[config.mk]
export PLATFORM = sky130hd
export DESIGN_NAME = mem_access_stage
export DESIGN_NICKNAME = d
export VERILOG_FILES = /design/src/rtl/mem_access_stage.sv
export SDC_FILE = /design/constraint.sdc
export NUM_CORES = 1
export LEC_CHECK = 0
export CAP_MARGIN = 20
export CORE_MARGIN = 8
export CORE_UTILIZATION = 37
export CTS_BUF_LIST = sky130_fd_sc_hd__clkbuf_4
export CTS_CLUSTER_SIZE = 28
export DETAILED_ROUTE_END_ITERATION = 7
export HOLD_SLACK_MARGIN = 0.06
export PLACE_DENSITY = 0.8
export SYNTH_ARGS = -nofsm -noshare
export SYNTH_HDL_FRONTEND = slang
export SYNTH_SLANG_ARGS = --single-unit
[constraint.sdc]
create_clock -name clk -period 3.9 [get_ports clk]
set_input_delay 0.78 -clock clk [delete_from_list [all_inputs] [get_ports clk]]
set_output_delay 0.78 -clock clk [all_outputs]
set_load 0.05 [all_outputs]
[src/rtl/mem_access_stage.sv]
// MEM stage: load/store transfers on a req/ready data bus, store lane steering, load extension.
// Optional misaligned-access trap enabled by MEM_STAGE_MISALIGN_TRAP_EN (adds the misalign port).
module mem_access_stage #(
    parameter int unsigned TIMEOUT = 16,
    parameter int unsigned CNT_W   = 5
) (
    input  logic        clk,
    input  logic        reset,
    input  logic [31:0] alu_in,
    input  logic [31:0] rs2_data_in,
    input  logic [2:0]  funct3_in,
    input  logic        mem_read_in,
    input  logic        mem_write_in,
    input  logic [4:0]  rd_in,
    input  logic [31:0] pc4_in,
    input  logic [1:0]  mem_to_reg_in,
    input  logic        reg_write_in,
    input  logic        dmem_ready,
    input  logic [31:0] dmem_rdata,
`ifdef MEM_STAGE_MISALIGN_TRAP_EN
    output logic        misalign,
`endif
    output logic [31:0] alu,
    output logic [31:0] pc4,
    output logic [4:0]  rd,
    output logic [1:0]  mem_to_reg,
    output logic        reg_write,
    output logic [31:0] mem_rdata,
    output logic        stall,
    output logic        bus_err,
    output logic        dmem_req,
    output logic        dmem_we,
    output logic [31:0] dmem_addr,
    output logic [31:0] dmem_wdata,
    output logic [3:0]  dmem_be
);

    typedef enum logic [1:0] {IDLE = 2'd0, REQ = 2'd1, DONE = 2'd2} state_t;

    state_t           state_q, state_d;
    logic             req_q, req_d, we_q, we_d, bus_err_q, bus_err_d;
    logic [3:0]       be_q, be_d;
    logic [31:0]      addr_q, addr_d, wdata_q, wdata_d, rdata_q, rdata_d;
    logic [CNT_W-1:0] cnt_q, cnt_d;

    logic        access, mis_c;
    logic [1:0]  a;
    logic [3:0]  st_be;
    logic [31:0] st_wdata, ld_data;
    logic [7:0]  ld_byte;
    logic [15:0] ld_half;

    assign access = mem_read_in | mem_write_in;
    assign a      = alu_in[1:0];

    // Store lane steering; low address bits below the access size are ignored
    always_comb begin
        st_be    = 4'b1111;
        st_wdata = rs2_data_in;
        if (mem_write_in) begin
            case (funct3_in[1:0])
                2'b00: begin
                    st_be    = 4'b0001 << a;
                    st_wdata = {4{rs2_data_in[7:0]}};
                end
                2'b01: begin
                    st_be    = a[1] ? 4'b1100 : 4'b0011;
                    st_wdata = {2{rs2_data_in[15:0]}};
                end
                default: begin
                    st_be    = 4'b1111;
                    st_wdata = rs2_data_in;
                end
            endcase
        end
    end

    // Load lane select and extension
    always_comb begin
        ld_byte = dmem_rdata[{a, 3'b000} +: 8];
        ld_half = a[1] ? dmem_rdata[31:16] : dmem_rdata[15:0];
        case (funct3_in)
            3'b000:  ld_data = {{24{ld_byte[7]}}, ld_byte};
            3'b100:  ld_data = {24'd0, ld_byte};
            3'b001:  ld_data = {{16{ld_half[15]}}, ld_half};
            3'b101:  ld_data = {16'd0, ld_half};
            default: ld_data = dmem_rdata;
        endcase
    end

`ifdef MEM_STAGE_MISALIGN_TRAP_EN
    assign mis_c = (state_q == IDLE) && access &&
                   (((funct3_in[1:0] == 2'b01) && a[0]) ||
                    ((funct3_in[1:0] == 2'b10) && (a != 2'b00)));
    assign misalign = mis_c;
`else
    assign mis_c = 1'b0;
`endif

    always_comb begin
        state_d   = state_q;
        req_d     = req_q;
        we_d      = we_q;
        be_d      = be_q;
        addr_d    = addr_q;
        wdata_d   = wdata_q;
        cnt_d     = cnt_q;
        rdata_d   = '0;
        bus_err_d = 1'b0;
        case (state_q)
            IDLE: begin
                if (access && !mis_c) begin
                    addr_d  = {alu_in[31:2], 2'b00};
                    be_d    = st_be;
                    wdata_d = mem_write_in ? st_wdata : '0;
                    we_d    = mem_write_in;
                    req_d   = 1'b1;
                    cnt_d   = '0;
                    state_d = REQ;
                end
            end
            REQ: begin
                if (dmem_ready) begin
                    rdata_d = mem_write_in ? '0 : ld_data;
                    req_d   = 1'b0;
                    we_d    = 1'b0;
                    state_d = DONE;
                end else if (cnt_q == CNT_W'(TIMEOUT - 1)) begin
                    bus_err_d = 1'b1;
                    req_d     = 1'b0;
                    we_d      = 1'b0;
                    state_d   = DONE;
                end else begin
                    cnt_d = cnt_q + CNT_W'(1);
                end
            end
            DONE:    state_d = IDLE;
            default: state_d = IDLE;
        endcase
    end

    always_ff @(posedge clk or posedge reset) begin
        if (reset) begin
            state_q   <= IDLE;
            req_q     <= 1'b0;
            we_q      <= 1'b0;
            be_q      <= '0;
            addr_q    <= '0;
            wdata_q   <= '0;
            rdata_q   <= '0;
            bus_err_q <= 1'b0;
            cnt_q     <= '0;
        end else begin
            state_q   <= state_d;
            req_q     <= req_d;
            we_q      <= we_d;
            be_q      <= be_d;
            addr_q    <= addr_d;
            wdata_q   <= wdata_d;
            rdata_q   <= rdata_d;
            bus_err_q <= bus_err_d;
            cnt_q     <= cnt_d;
        end
    end

    // rdata_q is non-zero only in DONE, so it drives MEM/WB directly
    assign stall      = ((state_q == IDLE) && access && !mis_c) || (state_q == REQ);
    assign mem_rdata  = rdata_q;
    assign bus_err    = bus_err_q;
    assign dmem_req   = req_q;
    assign dmem_we    = we_q;
    assign dmem_addr  = addr_q;
    assign dmem_wdata = wdata_q;
    assign dmem_be    = be_q;

    assign alu        = alu_in;
    assign pc4        = pc4_in;
    assign rd         = rd_in;
    assign mem_to_reg = mem_to_reg_in;
    assign reg_write  = reg_write_in & ~mis_c;

endmodule

Word level (Yosys, flattened, before mapping)

Index checks and enable logic that the tools add are counted.

Add/subtract/negate cells: 1
$mul: 0
Divide/modulo/power cells: 0
Order comparisons: 0
Eq/ne operators: 10
Shift operators: 2
Multiplexer cells: 27
Bitwise operators: 1
Reductions and logical operators: 10

Operator list:

| cell                                                 | number |
|---|---|
| 2-to-1 mux 32 bit                                    | 4 |
| case mux 32 bit (4 select lines)                     | 1 |
| case mux 32 bit (2 select lines)                     | 1 |
| variable part select 32 x 6 -> 8 bit                 | 1 |
| 2-to-1 mux 16 bit                                    | 1 |
| 2-to-1 mux 5 bit                                     | 3 |
| case mux 5 bit (2 select lines)                      | 1 |
| 2-to-1 mux 4 bit                                     | 2 |
| case mux 4 bit (2 select lines)                      | 1 |
| 2-to-1 mux 1 bit                                     | 7 |
| equality test 3 bit (second input constant)          | 2 |
| 2-to-1 mux 2 bit                                     | 3 |
| != test 2 bit (second input constant)                | 3 |
| adder 5 x 1 -> 5 bit (second input constant)         | 1 |
| equality test 5 x 4 -> 1 bit (second input constant) | 1 |
| equality test 2 x 1 -> 1 bit (second input constant) | 2 |
| logical NOT 2 bit                                    | 2 |
| case mux 1 bit (2 select lines)                      | 2 |
| case mux 2 bit (2 select lines)                      | 1 |
| AND reduction 2 bit                                  | 2 |
| AND reduction 4 bit                                  | 1 |
| left shift 1 x 2 -> 4 bit (first input constant)     | 1 |
| equality test 3 x 1 -> 1 bit (second input constant) | 1 |
| logical NOT 3 bit                                    | 1 |
| other kinds (6)                                      | 6 |

Register bits: 108
Bits in latches: 0
Memory bits (writable): 0
Memory bits (read-only): 0
Input bits: 144
Output and inout port bits: 176
Logic and storage cells: 60
Memories kept: 0

Logic depth before layout (Yosys ltp)

Gate-level depths: netlist of run 1.

Depth in word-level cells: 5
Gate-level depth with buffers: 7
Depth with buffers taken out: 7

Least setup slack after synthesis of run 1

OpenSTA, ideal clock, no wires.

Path type: input port to output port
Start point: input mem_write_in
End point: output stall
Data arrival time: 1.473 ns
Data required time: 3.120 ns
Path slack: 1.647 ns
Stages on the path: 2
Buffers on the path: 0
Path through: nor3_1 -> nor2_1

Word-level cells in the longest chain between the ends: 3

RTL lines:

| element           | line | source |
|---|---|---|
| from (decl)       | 13   | `input logic mem_write_in,` |
| OR 1 bit          | 53   | `assign access = mem_read_in \| mem_write_in;` |
| logical AND 1 bit | 167  | `assign stall = ((state_q == IDLE) && access && !mis_c) \|\| (state_q == REQ);` |
| logical OR 1 bit  | 167  |  |
| to (decl)         | 29   | `output logic stall,` |

No other way between the ends.

Worst setup path after layout of run 1

Ends and elaborated chain as after synthesis.

==> out/results.txt, run 1 <==
The flow ran to the end, and the final reports show no timing, DRC or antenna violations. The cts-stage hold buffer count came out at 0. Together, buffers and inverters on the worst path number 2.

Based on the critical path, the design can be clocked at up to 0.309 GHz. The filler cells instantiated in the layout total 1270. After floorplanning, the core was divided into 43 placement rows. The first routing iteration left 259 violations. Setup repair after global routing left no endpoint under its margin.

The logs give 0 for the number of endpoints with negative hold slack in the final report and 7860 um for the met2 wire length. Once the clock tree was built, the resizer swapped 0 gates to a different size. The power density over cell area came out at 659 nW/um2. By instance count, the cell type seen most on the critical path is clkdlybuf4s50_1.

Overall power consumption after layout is estimated at 4.87 mW. The routed metal-1 wire length came out at 6170 um. The number of flops mapped to enable cells by yosys was 0; the latest clock arrival within the worst-skew pair was 0.46 ns. The number of setup buffers added after CTS is 0. The run gives 18200 um2 as the full die area. The number of different library cells in the post-synthesis netlist was 41; the clock network fraction of total power was 10.6%.

Placeable core area: 13900 um2. Cell class contributing the biggest share of worst-path delay: buffers and inverters. The storage element area is 2700 um2, and the met3 wirelength from detailed routing is 1610 um. Setup violations remaining at the end of the flow were counted as 0. The highest routed metal layer was met4. For this design the top-level I/O count stands at 320.

In this run, CTS created clock tree buffers numbering 9. Summing all placed instances gives a cell area of 7270 um2. The most used flip-flop cell after synthesis is dfrtp_1. The proportion of power drawn by flip-flops and latches was 33.7%; the signal arrival time at the worst endpoint was 2.45 ns.

The number of antenna violations at the first check in global routing is 1, and the internal power contribution is 2.47 mW. After synthesis the cells add up to 5250 um2. The total of max-cap violations was 0.

Traced cell by cell, the critical path runs through clkdlybuf4s50_1, nor3_1, nor2_1, clkdlybuf4s50_1. The fraction of layout instances using a drive strength above 1 works out to 6.53%. The first global-routing pass estimated 25000 um of wire. In the final routed layout, each cell accounts on average for 17.9 um. The path class of the tightest hold or removal check is reg -> reg.

STA classifies the critical path startpoint as a primary input. The clock period could shrink to 3.23 ns. Routability-driven placement finished with a final weighted congestion of 0.811. The critical setup path kind is in -> out. For this run, the number of Yosys warnings is 0. By area the synthesized netlist is led by dfrtp_1 (52%), nand2_1 (12%), buf_4 (11%), mux2i_1 (5.3%), o21ai_0 (3.5%).

Number of port buffers: 237. After clock tree synthesis, the clock-pin slew on the worst setup and hold paths is 0.14 ns. Counting flops and latches in the post-synthesis netlist gives 108. After detailed routing, the total wire length is 16100 um.

The summed negative setup slack over all endpoints was 0 ns; the async set-or-reset flop fraction in the synthesized netlist was 100%. From left edge to right edge, the die measures 135 um. The analysis attributes to net switching a power of 2.40 mW. The starting density of the core is 37.8%, and the H-tree level count is 3. After the last flow step, the layout net total stands at 861. CTS placed an instance of clkbuf_4 at the clock tree root. For the pin with the worst max-slew slack, the measured transition is 0.913 ns.

The tools report the number of sinks handled by clock tree synthesis as 108. The tools report the placed wire-length estimate as 12600 um. The first detailed-routing pass took 4 iterations. The top cell type by area accounts for 51.5% of the synthesized area.

The longest clock path from root to sink contains 2 buffers. Synthesis produced a netlist whose cell count is 558. The logs give 3.12 ns for the worst endpoint required time and 0.000388 V for the maximum VDD drop. The final antenna-violating net count was 0; the remaining global-route overflow was 0. Entering global routing, the biggest net connects 40 pins.

In this run switching power makes up 49.4% of total power. The logs give 3.41 nW for the leakage dissipation and 4572 for the via count of the first global-routing pass. Final max-slew violation count: 0. The detailed-route vias per instance was 4.88. Yosys instantiated no cell more often than nand2_1. The worst setup path is captured at an output pin. Dividing the final minimum period by the clock period gives 82.9%. The share of the Yosys chip area taken by registers is 51.5%. Between clock sinks in the finished design, the worst skew comes to 0.0230 ns. Cell taking the most area after synthesis: dfrtp_1.

The floorplan step set the die height to 135 um. TritonCTS built the clock tree. The logs give 1850 um2 for the footprint of the multi-input gates and 39.1% for the worst slew slack as a fraction of its limit.

The synthesized area per cell works out to 9.40 um2. Global routing used 17.4% of the available tracks across all layers. The top fanout value on the critical path is 6. For the number of vias after detailed routing, the log shows 4400.

Combinational cells account for 55.7% of the total power. The maximum cell stage delay along the critical path is 0.81 ns. The slowest cell on the critical path was clkdlybuf4s50_1. In the routed design, unresolved DRC markers number 0. Ranked by instance count, the synthesized netlist is headed by nand2_1 (163), dfrtp_1 (108), buf_4 (75), o21ai_0 (37), mux2i_1 (28). Area growth from synthesis to final layout: 40.9%. The finished cells cover 7390 um2.
## registers in the layout, indices dropped and copies added (netlist names)
name        flops
bus_err         1
cnt_q           5
dmem_addr      30
dmem_be         4
dmem_req        1
dmem_wdata     32
dmem_we         1
mem_rdata      32
state_q         2
## tightest hold or removal path, stage by stage (launching register included)
cell and delay, ns:
dfrtp_1 0.37, nand2_1 0.05, nand2_1 0.05
## layout by cell type (no fill, tap or decap), types with 3 or more instances in the layout
master and n:
nand2_1 163, inv_1 12, mux2_2 8, clkdlybuf4s50_1 236, a22o_1 8, mux2i_1 28, a31oi_1 6, nor2b_1 3
o221a_2 7, nor2_1 24, clkbuf_4 9, nand2b_1 4, dfrtp_1 108, buf_4 8, o21ai_0 37, a21oi_1 19
## power by group through the flow
stage | logic (mW) | clock network [mW] | registers, mW
3_3_place_gp | 2.72 | 0 | 1.65
6_report | 2.71 | 0.517 | 1.64
5_1_grt | 2.86 | 0.579 | 1.69
2_1_floorplan | 0.678 | 0 | 2.81
3_5_place_dp | 2.74 | 0 | 1.67
4_1_cts | 2.75 | 0.542 | 1.64
## cell families after synthesis
logic type      synth area share (%)
simple gates                    15.9
buf+inv                         13.9
flops                           51.5
compound gates                  10.8
mux                             7.06
fa+ha+maj                      0.477
xor+xnor                       0.334
other cells                   0.0715
## area by class of cell
type | count | share of cell area [%]
multi-input combinational | 337 | 25.0
timing repair buffer | 246 | 33.1
antenna | 1 | 0.0339
clock inverter | 7 | 0.677
tap | 180 | 3.05
sequential | 108 | 36.6
inverter | 13 | 0.694
clock buffer | 9 | 0.914
## metal layers
layer / vias up / global-route usage, %
li1: 2069 / -
met3: 34 / 6.09
met2: 191 / 30.1
met5: - / 0
met4: 0 / 8.08
met1: 2106 / 18.6
## per-stage QoR
| step | instances | utilization [%] | setup slack [ns] | hold slack (ns) |
|---|---|---|---|---|
| 6_report | 901 | 53.3 | 0.667 | 0.491 |
| 5_1_grt | 901 | 53.3 | 0.572 | 0.517 |
| 4_1_cts | 900 | 53.2 | 0.655 | 0.496 |
| 3_5_place_dp | 884 | 52.4 | 0.656 | 0.461 |
| 3_3_place_gp | 884 | 52.4 | 0.668 | 0.457 |
| 2_1_floorplan | 559 | - | 0.274 | 0.497 |
## final timing paths
kind                                       to  slack, ns     startpoint  cells after the start
worst max-delay path                    stall       0.67   mem_write_in                      4
worst min-delay path            dmem_addr[25]       0.49  dmem_addr[25]                      2
worst max register to register  mem_rdata[20]       1.82     state_q[1]                      4
worst min register to register  dmem_addr[25]       0.49  dmem_addr[25]                      2
max in group asynchronous       dmem_addr[31]       2.50          reset                      3
min in group asynchronous       dmem_addr[30]       0.66          reset                      2
No activity file was read; power rests on OpenSTA's default activity.
==> inputs of run 2 (changes only) <==
==> constraint.sdc (replaced) <==
create_clock -name clk -period 3.28 [get_ports clk]
set_input_delay 0.656 -clock clk [delete_from_list [all_inputs] [get_ports clk]]
set_output_delay 0.656 -clock clk [all_outputs]
set_load 0.05 [all_outputs]
==> out/results.txt, run 2 (synthesis gave the netlist of run 1 again) <==
The post-cts resize count was 0. Met3 routing resource usage after global routing: 6.50%. The flow ran to the end, and the final reports show no timing, DRC or antenna violations.

The number of clock buffers added by TritonCTS is 9. The met1 track utilization from global routing was 18.8%; the clock network fraction of total power was 12.7%. STA classifies the critical path startpoint as a primary input. The logs give 13900 um2 for the placeable core area and 0 for the number of endpoints with negative hold slack in the final report. Prior to clock tree synthesis, the placed netlist has a worst setup slack of 0.596 ns. In this run the critical register-to-register path is launched from cnt_q[0]. The clock passes through at most 2 buffers. The number of inserted filler cells in the final layout was 1249. Wire length of the first global-routing pass: 24800 um.

Setup repair after global routing left no endpoint under its margin. The number of sinks handled by clock tree synthesis came out at 108. In this run the power density over the cells is 790 nW/um2.

The run gives 0 as the post-route DRC violation count. In this run, post-CTS hold repair placed 0 buffers. The floorplan step set the die height to 135 um. Counting buffers and inverters, the worst setup path is 2 cells deep.

TritonCTS built the clock tree. The final wirelength is 16000 um. Post-CTS timing repair inserted 0 buffers for setup.

The worst pin sits at a relative slew slack of 51.1%. The tools report the combinational power share as 54.5%. The tools report the clock tree root buffer cell as clkbuf_4. For this run, the top clock speed supported by timing is 0.373 GHz. STA puts the critical path data required time at 2.62 ns. The signal arrival time at the worst endpoint is 2.03 ns, and the via count of the first global-routing pass is 4563.

After detailed routing, the average wire length per cell comes to 17.7 um. The smallest clock period supported by the final layout is computed as 2.68 ns. The tools report the number of antenna violations at the first check in global routing as 1.

The signal on the critical path passes through clkdlybuf4s50_1, clkdlybuf4s50_1. The slowest cell on the critical path is clkdlybuf4s50_1. Detailed placement finished with a half-perimeter wire length of 12600 um.

320 I/O pins were placed. Routability-driven placement finished with a final weighted congestion of 0.802. Across the routed clock network, the largest skew measured is 0.0183 ns. The reg-to-reg endpoint was cnt_q[1]. In the layout the commonest cells are clkdlybuf4s50_1 (234), nand2_1 (163), dfrtp_1 (108). The run gives 2700 um2 as the storage element area.

In this run the worst path has a maximum fanout of 2. The number of port buffers is 237, and the fraction of met2 tracks used by global routing is 29.7%. The cell class contributing the biggest share of worst-path delay is buffers and inverters. The internal power contribution is 3.08 mW. In this run the worst setup path begins at alu_in[2]. The leakage dissipation is 3.46 nW.

Setup slack on the worst reg-to-reg path comes out at 1.30 ns. Clock-pin slew was measured on the worst setup and hold paths at 0.14 ns. Commonest non-fill, non-tap cell in the layout: clkdlybuf4s50_1. The layer with the highest usage was met2.

Number of rows in the core area: 43. Most prevalent standard cell on the critical path: clkdlybuf4s50_1. The net switching power came out at 2.84 mW. The critical setup path kind was in -> out.

The number of buffer and inverter stages on the critical path is 2, and the total number of nets in the final design is 864. For the worst flop-to-flop path, the logic depth is 7. In the final timing run, aggregate negative setup slack is 0 ns.

The run gives 0 as the final antenna-violating net count. The classification of the worst-slack hold path was reg -> reg. The worst-case IR drop observed on VDD is 0.000462 V. Net switching is 48.0% of the power. Dividing the detail-routed via count by the number of cells gives 4.84. For this configuration, the core starts out at a cell density of 37.8%. The end point of the critical path was alu[2]. Once routing completed, OpenROAD measured the worst setup slack at 0.598 ns. Remaining global-route overflow: 0. The die is 135 um wide. The first routing iteration left 206 violations. The first detailed-routing pass took 4 iterations. After layout, the worst path uses 81.8% of the clock period. At the pin with the least slew margin, the transition time is 0.732 ns.

Largest net degree at the start of global routing: 65. STA classifies the critical path endpoint as an output pin. Setup violations remaining at the end of the flow were counted as 0. The H-tree level count is 3. The footprint of the multi-input gates came out at 1850 um2. For this block, the via count after detailed routing is 4378. Across the run, the number of max-cap violations was 0. From synthesis to final layout, the design area changed by 43.0%. The latest clock arrival within the worst-skew pair is 0.46 ns.

Across every metal layer, demand over resource in global routing totals 17.4%. The fraction of layout instances using a drive strength above 1 works out to 7.19%. The full die area is 18200 um2, and the maximum cell stage delay along the critical path is 0.83 ns. The logs give 0 for the final max-slew violation count and 32.8% for the proportion of power drawn by flip-flops and latches.
==> run 2: cell count changes in the layout (fill, tap and decap cells not counted), sizes merged <==
cell           delta
buf               +5
bufinv            +2
inv               -2
clkdlybuf4s50     -2
==> run 2: layout make-up <==
cell class                 count  share of cell area [%]
clock inverter                 7                    1.20
clock buffer                   9                   0.901
sequential                   108                    36.0
timing repair buffer         249                    33.5
multi-input combinational    337                    24.6
inverter                      13                   0.701
antenna                        1                  0.0334
tap                          180                    3.00
==> run 2: worst min path at each step <==
stage / depth (start not counted) / to / slack, ns / from
global route: 2 / dmem_addr[21] / 0.51 / dmem_addr[21]
finish: 2 / dmem_addr[28] / 0.49 / dmem_addr[28]
global placement: 2 / dmem_addr[8] / 0.46 / dmem_addr[8]
floorplan: 2 / cnt_q[3] / 0.50 / cnt_q[3]
CTS: 2 / dmem_addr[31] / 0.50 / dmem_addr[31]
detailed placement: 2 / dmem_addr[31] / 0.46 / dmem_addr[31]
==> run 2: through the flow <==
step | cells | power, mW | cell area (um2) | hold WS [ns] | util (%)
global placement | 887 | 5.19 | 7340 | 0.457 | 52.9
detailed placement | 887 | 5.24 | 7340 | 0.462 | 52.9
CTS | 903 | 6.00 | 7500 | 0.499 | 54.0
floorplan | 559 | 4.14 | 5250 | 0.497 | -
global route | 904 | 6.25 | 7500 | 0.506 | 54.0
finish | 904 | 5.93 | 7500 | 0.489 | 54.0
==> run 2: metal layers <==
metal / vias up / part of all wire [%]
met1: 2077 / 38
li1: 2077 / -
met4: 0 / 2.5
met5: - / 0
met3: 34 / 10
met2: 190 / 49
==> run 2: power by group through the flow <==
stage | sequential [mW] | clock (mW) | combinational, mW
4_1_cts | 1.95 | 0.788 | 3.27
2_1_floorplan | 3.34 | 0 | 0.806
3_5_place_dp | 1.98 | 0 | 3.26
3_3_place_gp | 1.96 | 0 | 3.23
5_1_grt | 1.99 | 0.841 | 3.42
6_report | 1.94 | 0.755 | 3.23
